===== config.mk =====
export PLATFORM = sky130hd
export DESIGN_NAME = arb_rr4
export DESIGN_NICKNAME = d
export VERILOG_FILES = /design/src/rtl/arb_rr4.sv
export SDC_FILE = /design/constraint.sdc
export NUM_CORES = 1
export LEC_CHECK = 0
export CAP_MARGIN = 5
export CORE_MARGIN = 2
export CORE_UTILIZATION = 52
export CTS_CLUSTER_DIAMETER = 120
export DETAILED_ROUTE_END_ITERATION = 10
export HOLD_SLACK_MARGIN = 0.02
export PLACE_DENSITY = 0.79
export SLEW_MARGIN = 30
export SYNTH_ARGS = -nofsm -noshare
export SYNTH_HDL_FRONTEND = slang
export SYNTH_SLANG_ARGS = --single-unit

===== constraint.sdc =====
create_clock -name clk -period 4.05 [get_ports clk]
set_input_delay 0.405 -clock clk [delete_from_list [all_inputs] [get_ports clk]]
set_output_delay 0.405 -clock clk [all_outputs]
set_load 0.01 [all_outputs]

===== src/rtl/arb_rr4.sv =====
// Four-requester round-robin arbiter with grant hold, done/withdraw release and
// an optional hold timeout. Grant is registered and always one-hot or zero.
module arb_rr4 #(
  parameter int unsigned MAX_HOLD = 8,
  parameter int unsigned CW       = 4
) (
  input  logic       clk,
  input  logic       rst,
  input  logic [3:0] req,
  input  logic       done,
  output logic [3:0] gnt,
  output logic       gnt_valid,
  output logic       timeout
);

  localparam bit          TO_EN     = (MAX_HOLD != 0);
  localparam logic [CW-1:0] HOLD_LAST = CW'((MAX_HOLD == 0) ? 0 : MAX_HOLD - 1);
  localparam logic [CW-1:0] CNT_MAX   = {CW{1'b1}};

  typedef enum logic {IDLE, GRANT} state_t;

  state_t        state, state_nxt;
  logic [1:0]    ptr, ptr_nxt, win;
  logic          found;
  logic [CW-1:0] cnt, cnt_nxt;
  logic [3:0]    gnt_nxt;
  logic          timeout_nxt;
  logic          hold_hit_c, release_c;

  // State and registered outputs
  always_ff @(posedge clk) begin
    if (rst) begin
      state     <= IDLE;
      ptr       <= 2'd0;
      cnt       <= '0;
      gnt       <= 4'b0000;
      gnt_valid <= 1'b0;
      timeout   <= 1'b0;
    end else begin
      state     <= state_nxt;
      ptr       <= ptr_nxt;
      cnt       <= cnt_nxt;
      gnt       <= gnt_nxt;
      gnt_valid <= |gnt_nxt;
      timeout   <= timeout_nxt;
    end
  end

  // First requester at or after ptr, wrapping modulo 4
  always_comb begin
    logic [1:0] idx;
    win   = 2'd0;
    found = 1'b0;
    idx   = 2'd0;
    for (int i = 0; i < 4; i++) begin
      idx = ptr + 2'(i);
      if (!found && req[idx]) begin
        win   = idx;
        found = 1'b1;
      end
    end
  end

  assign hold_hit_c = TO_EN && (cnt == HOLD_LAST);
  assign release_c  = done || ((gnt & req) == 4'b0000) || hold_hit_c;

  // Next-state logic
  always_comb begin
    state_nxt = state;
    case (state)
      IDLE:    if (found) state_nxt = GRANT;
      GRANT:   if (release_c) state_nxt = IDLE;
      default: state_nxt = IDLE;
    endcase
  end

  // Next values of the registered outputs, pointer and hold counter
  always_comb begin
    gnt_nxt     = gnt;
    ptr_nxt     = ptr;
    cnt_nxt     = cnt;
    timeout_nxt = 1'b0;
    case (state)
      IDLE: begin
        cnt_nxt = '0;
        if (found) begin
          gnt_nxt = 4'b0001 << win;
          ptr_nxt = win + 2'd1;
        end else begin
          gnt_nxt = 4'b0000;
        end
      end
      GRANT: begin
        if (release_c) begin
          gnt_nxt     = 4'b0000;
          cnt_nxt     = '0;
          timeout_nxt = hold_hit_c;
        end else if (cnt != CNT_MAX) begin
          cnt_nxt = cnt + CW'(1);
        end
      end
      default: begin
        gnt_nxt = 4'b0000;
        cnt_nxt = '0;
      end
    endcase
  end

endmodule


==> results.yml, run 1 <==
detailed_routing:
  drtPass1Iterations: 4
  drt-vias-per-instance: 5.60
  avgRoutedWirePerCell_um: 13.0
  vias: 566
  routed_wl_mm: 1.31
  ant_nets: 0
  drc: 0
  drtIter0Drc: 19
global_routing:
  track_usage_pct: 20.2
  gr-total-overflow: 0
  grt_start_max_net_pins: 14
  grt_antenna_before_repair: 0
  grt_pass1_vias: 497
  grt_pass1_wl_mm: 2.10
floorplanning:
  io_pins: 13
  dieArea_mm2: 0.00160
  fp-row-count: 12
  chipHeight_um: 40.0
  core_area_mm2: 0.00116
  initial_core_util_pct: 58.3
  die_w_um: 40.0
synthesis:
  yosys-top-cells-area: "dfxtp_1 (39%), ha_1 (9.3%), a2111oi_4 (8.2%)"
  synth_warnings: 0
  synth-compound-area-share_pct: 25.8
  yosys.area_share.xor_xnor_pct: 1.30
  ys_ff_latch: 13
  synth_top_family_by_area: "compound AO/OA/AOI/OAI gates"
  synth.largest_area_cell: "dfxtp_1"
  synthesis.area_um2: 674
  yosys.area.top_type_share_pct: 38.6
  syn_area_per_cell_um2: 9.37
  synth_fa_ha_area_share_pct: 9.28
  syn_inst: 72
  synth_cell_types: 24
  synthSimpleGateAreaFrac_pct: 18.7
  synth_nets: 84
  synth_mux_area_share_pct: 2.97
  seq_area_frac_synth_pct: 38.6
worst_hold_path:
  hp-start: "cnt[2]"
  worstHoldPathType: "reg2reg"
  whs_path_depth: 2
  holdPathEnd: "cnt[2]"
layout:
  post-route-util_pct: 72.2
  final_common_cell: "dfxtp_1"
  drive_gt1_share_pct: 5.75
  diodes: 0
  num-nets-final: 100
  fill_cells: 98
  final_cell_mix: "dfxtp_1 (13), clkdlybuf4s50_1 (12), nor2_1 (11)"
  area_growth_pct: 23.7
placement:
  io_buffers: 12
  place_congestion: 0.774
  place_hpwl_um: 998
  pre_cts_ws_ps: 1420
power_and_ir_drop:
  p_per_area_mw_per_mm2: 358
  finalPower_mw: 0.299
  peakVddDrop_v: 0.000290
  p_leak_nw: 0.306
timing:
  slew_viol_final: 0
  fin_ws_ps: 1690
  rsz0062_at_grt: "no"
  clock_skew_ps: 3.76
  hold_viol: 0
  clock.fmax_mhz: 424
  fin_hold_ws_ps: 526
  worst_pin_slew_ps: 540
  min_period_ps: 2360
  setup_viol: 0
  fin_crit_sh_pct: 58.2
  slew_headroom_pct: 63.7
  setup_tns_ps: 0
worst_setup_path:
  r2r_end: "gnt_valid"
  worstSetupPathType: "in2reg"
  crit_fanout: 5
  endpoint_kind: "flip-flop"
  startpoint_type: "input port"
  reg2reg_slack_ps: 1860
  arrival_ps: 2500
  reg2reg_depth: 7
  worst_ep_required_time_ps: 4190
  r2r_start: "ptr[1]"
job:
  cap_viol_max_count: 0
clock_tree:
  cts-root-buf: "clkbuf_4"
  holdBufCountCts: 0
  cts_buffer_depth: 2
  postCtsSetupBuffers: 0
  cts_tree: "built"
  clk_latency_ps: 280
  path_clk_slew_ps: 70
  cts_made_buffers: 3
  cts_htree_levels: 1
  cts_resized: 0
  cts_sinks: 13
outcome:
  outcome: "finished clean"
logic make-up (layout without fill, tap and decap cells):
family / count (synthesis) / after routing
adders and majority gates: 5 / 5
and+or+nand+nor: 26 / 26
muxes: 2 / 2
DFF: 13 / 13
xor gates and xnor gates: 1 / 1
buffers and inverters: 6 / 21
AOI/OAI and AO/OA: 19 / 19
per-stage QoR:
stage,instance area [µm²],std cells
4_1_cts,835,101
3_3_place_gp,808,97
6_report,835,101
2_1_floorplan,674,72
5_1_grt,835,101
3_5_place_dp,808,97
worst max-delay path by stage:
stage                           end  startpoint  slack, ps
after CTS                 gnt_valid      req[3]       1720
after global placement    gnt_valid      req[2]       1530
after floorplan           gnt_valid      ptr[1]       2150
final                     gnt_valid      req[3]       1690
after global routing      gnt_valid      req[3]       1570
after detailed placement  gnt_valid      req[3]       1420
report_power, final:
group,internal [mW],total (mW),switching (mW)
clock network,0.0383,0.0777,0.0395
logic,0.0365,0.0747,0.0383
registers,0.137,0.146,0.00893
worst max-delay path, cell delays in order:
cell and delay (ps):
clkdlybuf4s50_1 550, nand2b_1 130, a21oi_1 80, nor4_1 520
inv_1 140, ha_1 250, o41ai_1 330, a21oi_1 100
state kept, by name, summed over array words and instances (netlist names):
register and count:
cnt 4, gnt 4, gnt_valid 1, ptr 2, state 1, timeout 1
layer usage:
layer	part of all wire, %	GRT usage [%]	vias to the layer above
met5	0	0	-
met4	0.99	5.17	0
met3	6.7	8.33	2
met2	41	29.0	15
met1	52	27.7	255
li1	-	-	294
synth_stat cells (all sizes together):
library cell	n
a22oi	6
or2b	1
and3b	1
nand2	2
a21oi	5
a2111oi	2
o22a	1
nor2	11
o41ai	1
nor3b	1
nor3	5
inv	5
clkbuf	1
dfxtp	13
a2111o	1
nor4	2
o21ai	1
nand3	2
o21a	1
a211oi	1
nand2b	1
xnor2	1
ha	5
mux2i	2
area by class of cell:
class / instances / area (µm²) / share of cell area (%)
timing repair buffer: 12 / 120 / 14.4
clock buffer: 4 / 26.3 / 3.15
tap: 14 / 17.5 / 2.10
inverter: 5 / 18.8 / 2.25
multi-input combinational: 53 / 392 / 46.9
sequential: 13 / 260 / 31.2
Power figures use the tool's default switching activity.
==> inputs of run 2 (changes only) <==
--- a/config.mk
+++ b/config.mk
@@ -7,11 +7,11 @@
 export LEC_CHECK = 0
 export CAP_MARGIN = 5
 export CORE_MARGIN = 2
-export CORE_UTILIZATION = 52
+export CORE_UTILIZATION = 44
 export CTS_CLUSTER_DIAMETER = 120
 export DETAILED_ROUTE_END_ITERATION = 10
 export HOLD_SLACK_MARGIN = 0.02
-export PLACE_DENSITY = 0.79
+export PLACE_DENSITY = 0.71
 export SLEW_MARGIN = 30
 export SYNTH_ARGS = -nofsm -noshare
 export SYNTH_HDL_FRONTEND = slang
==> constraint.sdc (replaced) <==
create_clock -name clk -period 2 [get_ports clk]
set_input_delay 0.2 -clock clk [delete_from_list [all_inputs] [get_ports clk]]
set_output_delay 0.2 -clock clk [all_outputs]
set_load 0.01 [all_outputs]
==> run 2 against run 1 <==
Net effect:
- hold slack got worse by 3.5 ps
- first-iteration DRC count fell by 26%
- highest routed layer unchanged
- final area rose by 11%
- sequential share of layout area fell by 3.1 points
- global-route usage fell by 2.9 points
- routed wire length rose by 18%
- combinational power rose to 2.6 times the previous value
- clock skew barely moved
- register-to-register slack got worse by 1700 ps
- sequential cell count did not move
==> results.yml, run 2 (synthesis results as in run 1) <==
job:
  cap_viol_max_count: 0
global_routing:
  grt_pass1_vias: 587
  grt_antenna_before_repair: 0
  gr-total-overflow: 0
  grt_start_max_net_pins: 14
  grt_pass1_wl_mm: 2.38
  track_usage_pct: 17.4
worst_setup_path:
  crit_path_max_incr_delay_ps: 460
  endpoint_kind: "flip-flop"
  worst_ep_required_time_ps: 2150
  reg2reg_slack_ps: 120
  arrival_ps: 2030
  worstSetupPathType: "in2reg"
  startpoint_type: "input port"
  cp_cell_sequence: "clkdlybuf4s50_1, or2b_1, a21oi_2, nor4_2, inv_1, ha_1, o41ai_2, a21oi_1"
  crit_fanout: 4
  cpMaxStageDelayCell: "clkdlybuf4s50_1"
floorplanning:
  fp-row-count: 14
  initial_core_util_pct: 45.8
  core_area_mm2: 0.00147
  chipHeight_um: 43.2
  io_pins: 13
  die_w_um: 43.2
  dieArea_mm2: 0.00186
placement:
  place_congestion: 0.753
  io_buffers: 12
  dp.cells: 108
  place_hpwl_mm: 1.16
  postPlaceCellArea_um2: 878
  pre_cts_ws_ps: -199
clock_tree:
  cts_made_buffers: 3
  postCtsSetupBuffers: 0
  holdBufCountCts: 0
  clk_latency_ps: 280
  cts_sinks: 13
  cts_tree: "built"
  cts_resized: 0
  cts_htree_levels: 1
  cts-root-buf: "clkbuf_4"
  cts_buffer_depth: 2
  path_clk_slew_ps: 80
timing:
  setup_viol: 0
  worst_pin_slew_ps: 610
  fin_hold_ws_ps: 522
  fin_ws_ps: 113
  clock_skew_ps: 4.10
  clock.fmax_mhz: 530
  fin_crit_sh_pct: 94.4
  slew_headroom_pct: 59.2
  setup_tns_ps: 0
  min_period_ps: 1890
  hold_viol: 0
  slew_viol_final: 0
layout:
  post-route-util_pct: 63.2
  diodes: 0
  area_growth_pct: 37.8
  reg.largest.list: "cnt: 4 flops, gnt: 4 flops, ptr: 2 flops"
  final_cells: 112
  design_area_um2: 930
  final_cell_mix: "dfxtp_1 (12), clkdlybuf4s50_1 (12), nor2_1 (11)"
  num-nets-final: 109
  drive_gt1_share_pct: 19.8
detailed_routing:
  drt-vias-per-instance: 5.84
  drtIter0Drc: 14
  vias: 654
  drtPass1Iterations: 4
  drc: 0
  ant_nets: 0
  routed_wl_mm: 1.55
  avgRoutedWirePerCell_um: 13.9
outcome:
  outcome: "finished clean"
worst_hold_path:
  worstHoldPathType: "reg2reg"
power_and_ir_drop:
  p_leak_nw: 0.357
  p_seq_share_pct: 45.7
  p_per_area_mw_per_mm2: 701
  peakVddDrop_v: 0.000430
  cellInternalPower_mw: 0.457
  swShare_pct: 29.9
  pwr-share-clk_pct: 25.0
  p_switching_mw: 0.195
  finalPower_mw: 0.652
  p_comb_share_pct: 29.4
-- run 2: final cells by class --
class                      count  area [µm²]
inverter                       5        18.8
sequential                    13         262
multi-input combinational     53         415
fill                         132         542
timing repair buffer          21         188
tap                           16        20.0
clock buffer                   4        26.3
-- run 2: final timing paths --
path,start,endpoint,cells after the start
hold reg to reg,cnt[2],cnt[2],2
setup / recovery,req[2],gnt_valid,8
hold / removal,cnt[2],cnt[2],2
setup reg to reg,ptr[1],gnt_valid,7
-- run 2: metal layers --
metal | track usage (%) | up-vias | share of wire, %
li1 | - | 318 | -
met2 | 31.9 | 23 | 55
met3 | 3.40 | 4 | 5.2
met1 | 17.8 | 309 | 39
met5 | 0 | - | 0
met4 | 9.70 | 0 | 1.4
-- run 2: power by group through the flow --
| stage | Clock [mW] | Combinational [mW] | Sequential, mW |
|---|---|---|---|
| floorplan | 0 | 0.0898 | 0.303 |
| global placement | 0 | 0.174 | 0.302 |
| detailed placement | 0 | 0.176 | 0.302 |
| CTS | 0.169 | 0.177 | 0.296 |
| global route | 0.177 | 0.207 | 0.300 |
| finish | 0.163 | 0.191 | 0.298 |
-- run 2: worst max-delay path, delay by kind of cell --
| family | cells | cell delay, ps |
|---|---|---|
| and+or+nand+nor | 2 | 530 |
| buffers and inverters | 2 | 570 |
| AOI/OAI and AO/OA | 3 | 470 |
| adders and majority gates | 1 | 250 |
==> inputs of run 3 (changes only) <==
--- a/config.mk
+++ b/config.mk
@@ -5,14 +5,13 @@
 export SDC_FILE = /design/constraint.sdc
 export NUM_CORES = 1
 export LEC_CHECK = 0
-export CAP_MARGIN = 5
 export CORE_MARGIN = 2
 export CORE_UTILIZATION = 44
 export CTS_CLUSTER_DIAMETER = 120
 export DETAILED_ROUTE_END_ITERATION = 10
 export HOLD_SLACK_MARGIN = 0.02
 export PLACE_DENSITY = 0.71
-export SLEW_MARGIN = 30
+export SLEW_MARGIN = 0
 export SYNTH_ARGS = -nofsm -noshare
 export SYNTH_HDL_FRONTEND = slang
 export SYNTH_SLANG_ARGS = --single-unit
==> results of run 3 <==
The final DEF is identical to that of run 2; final timing and power are the same.
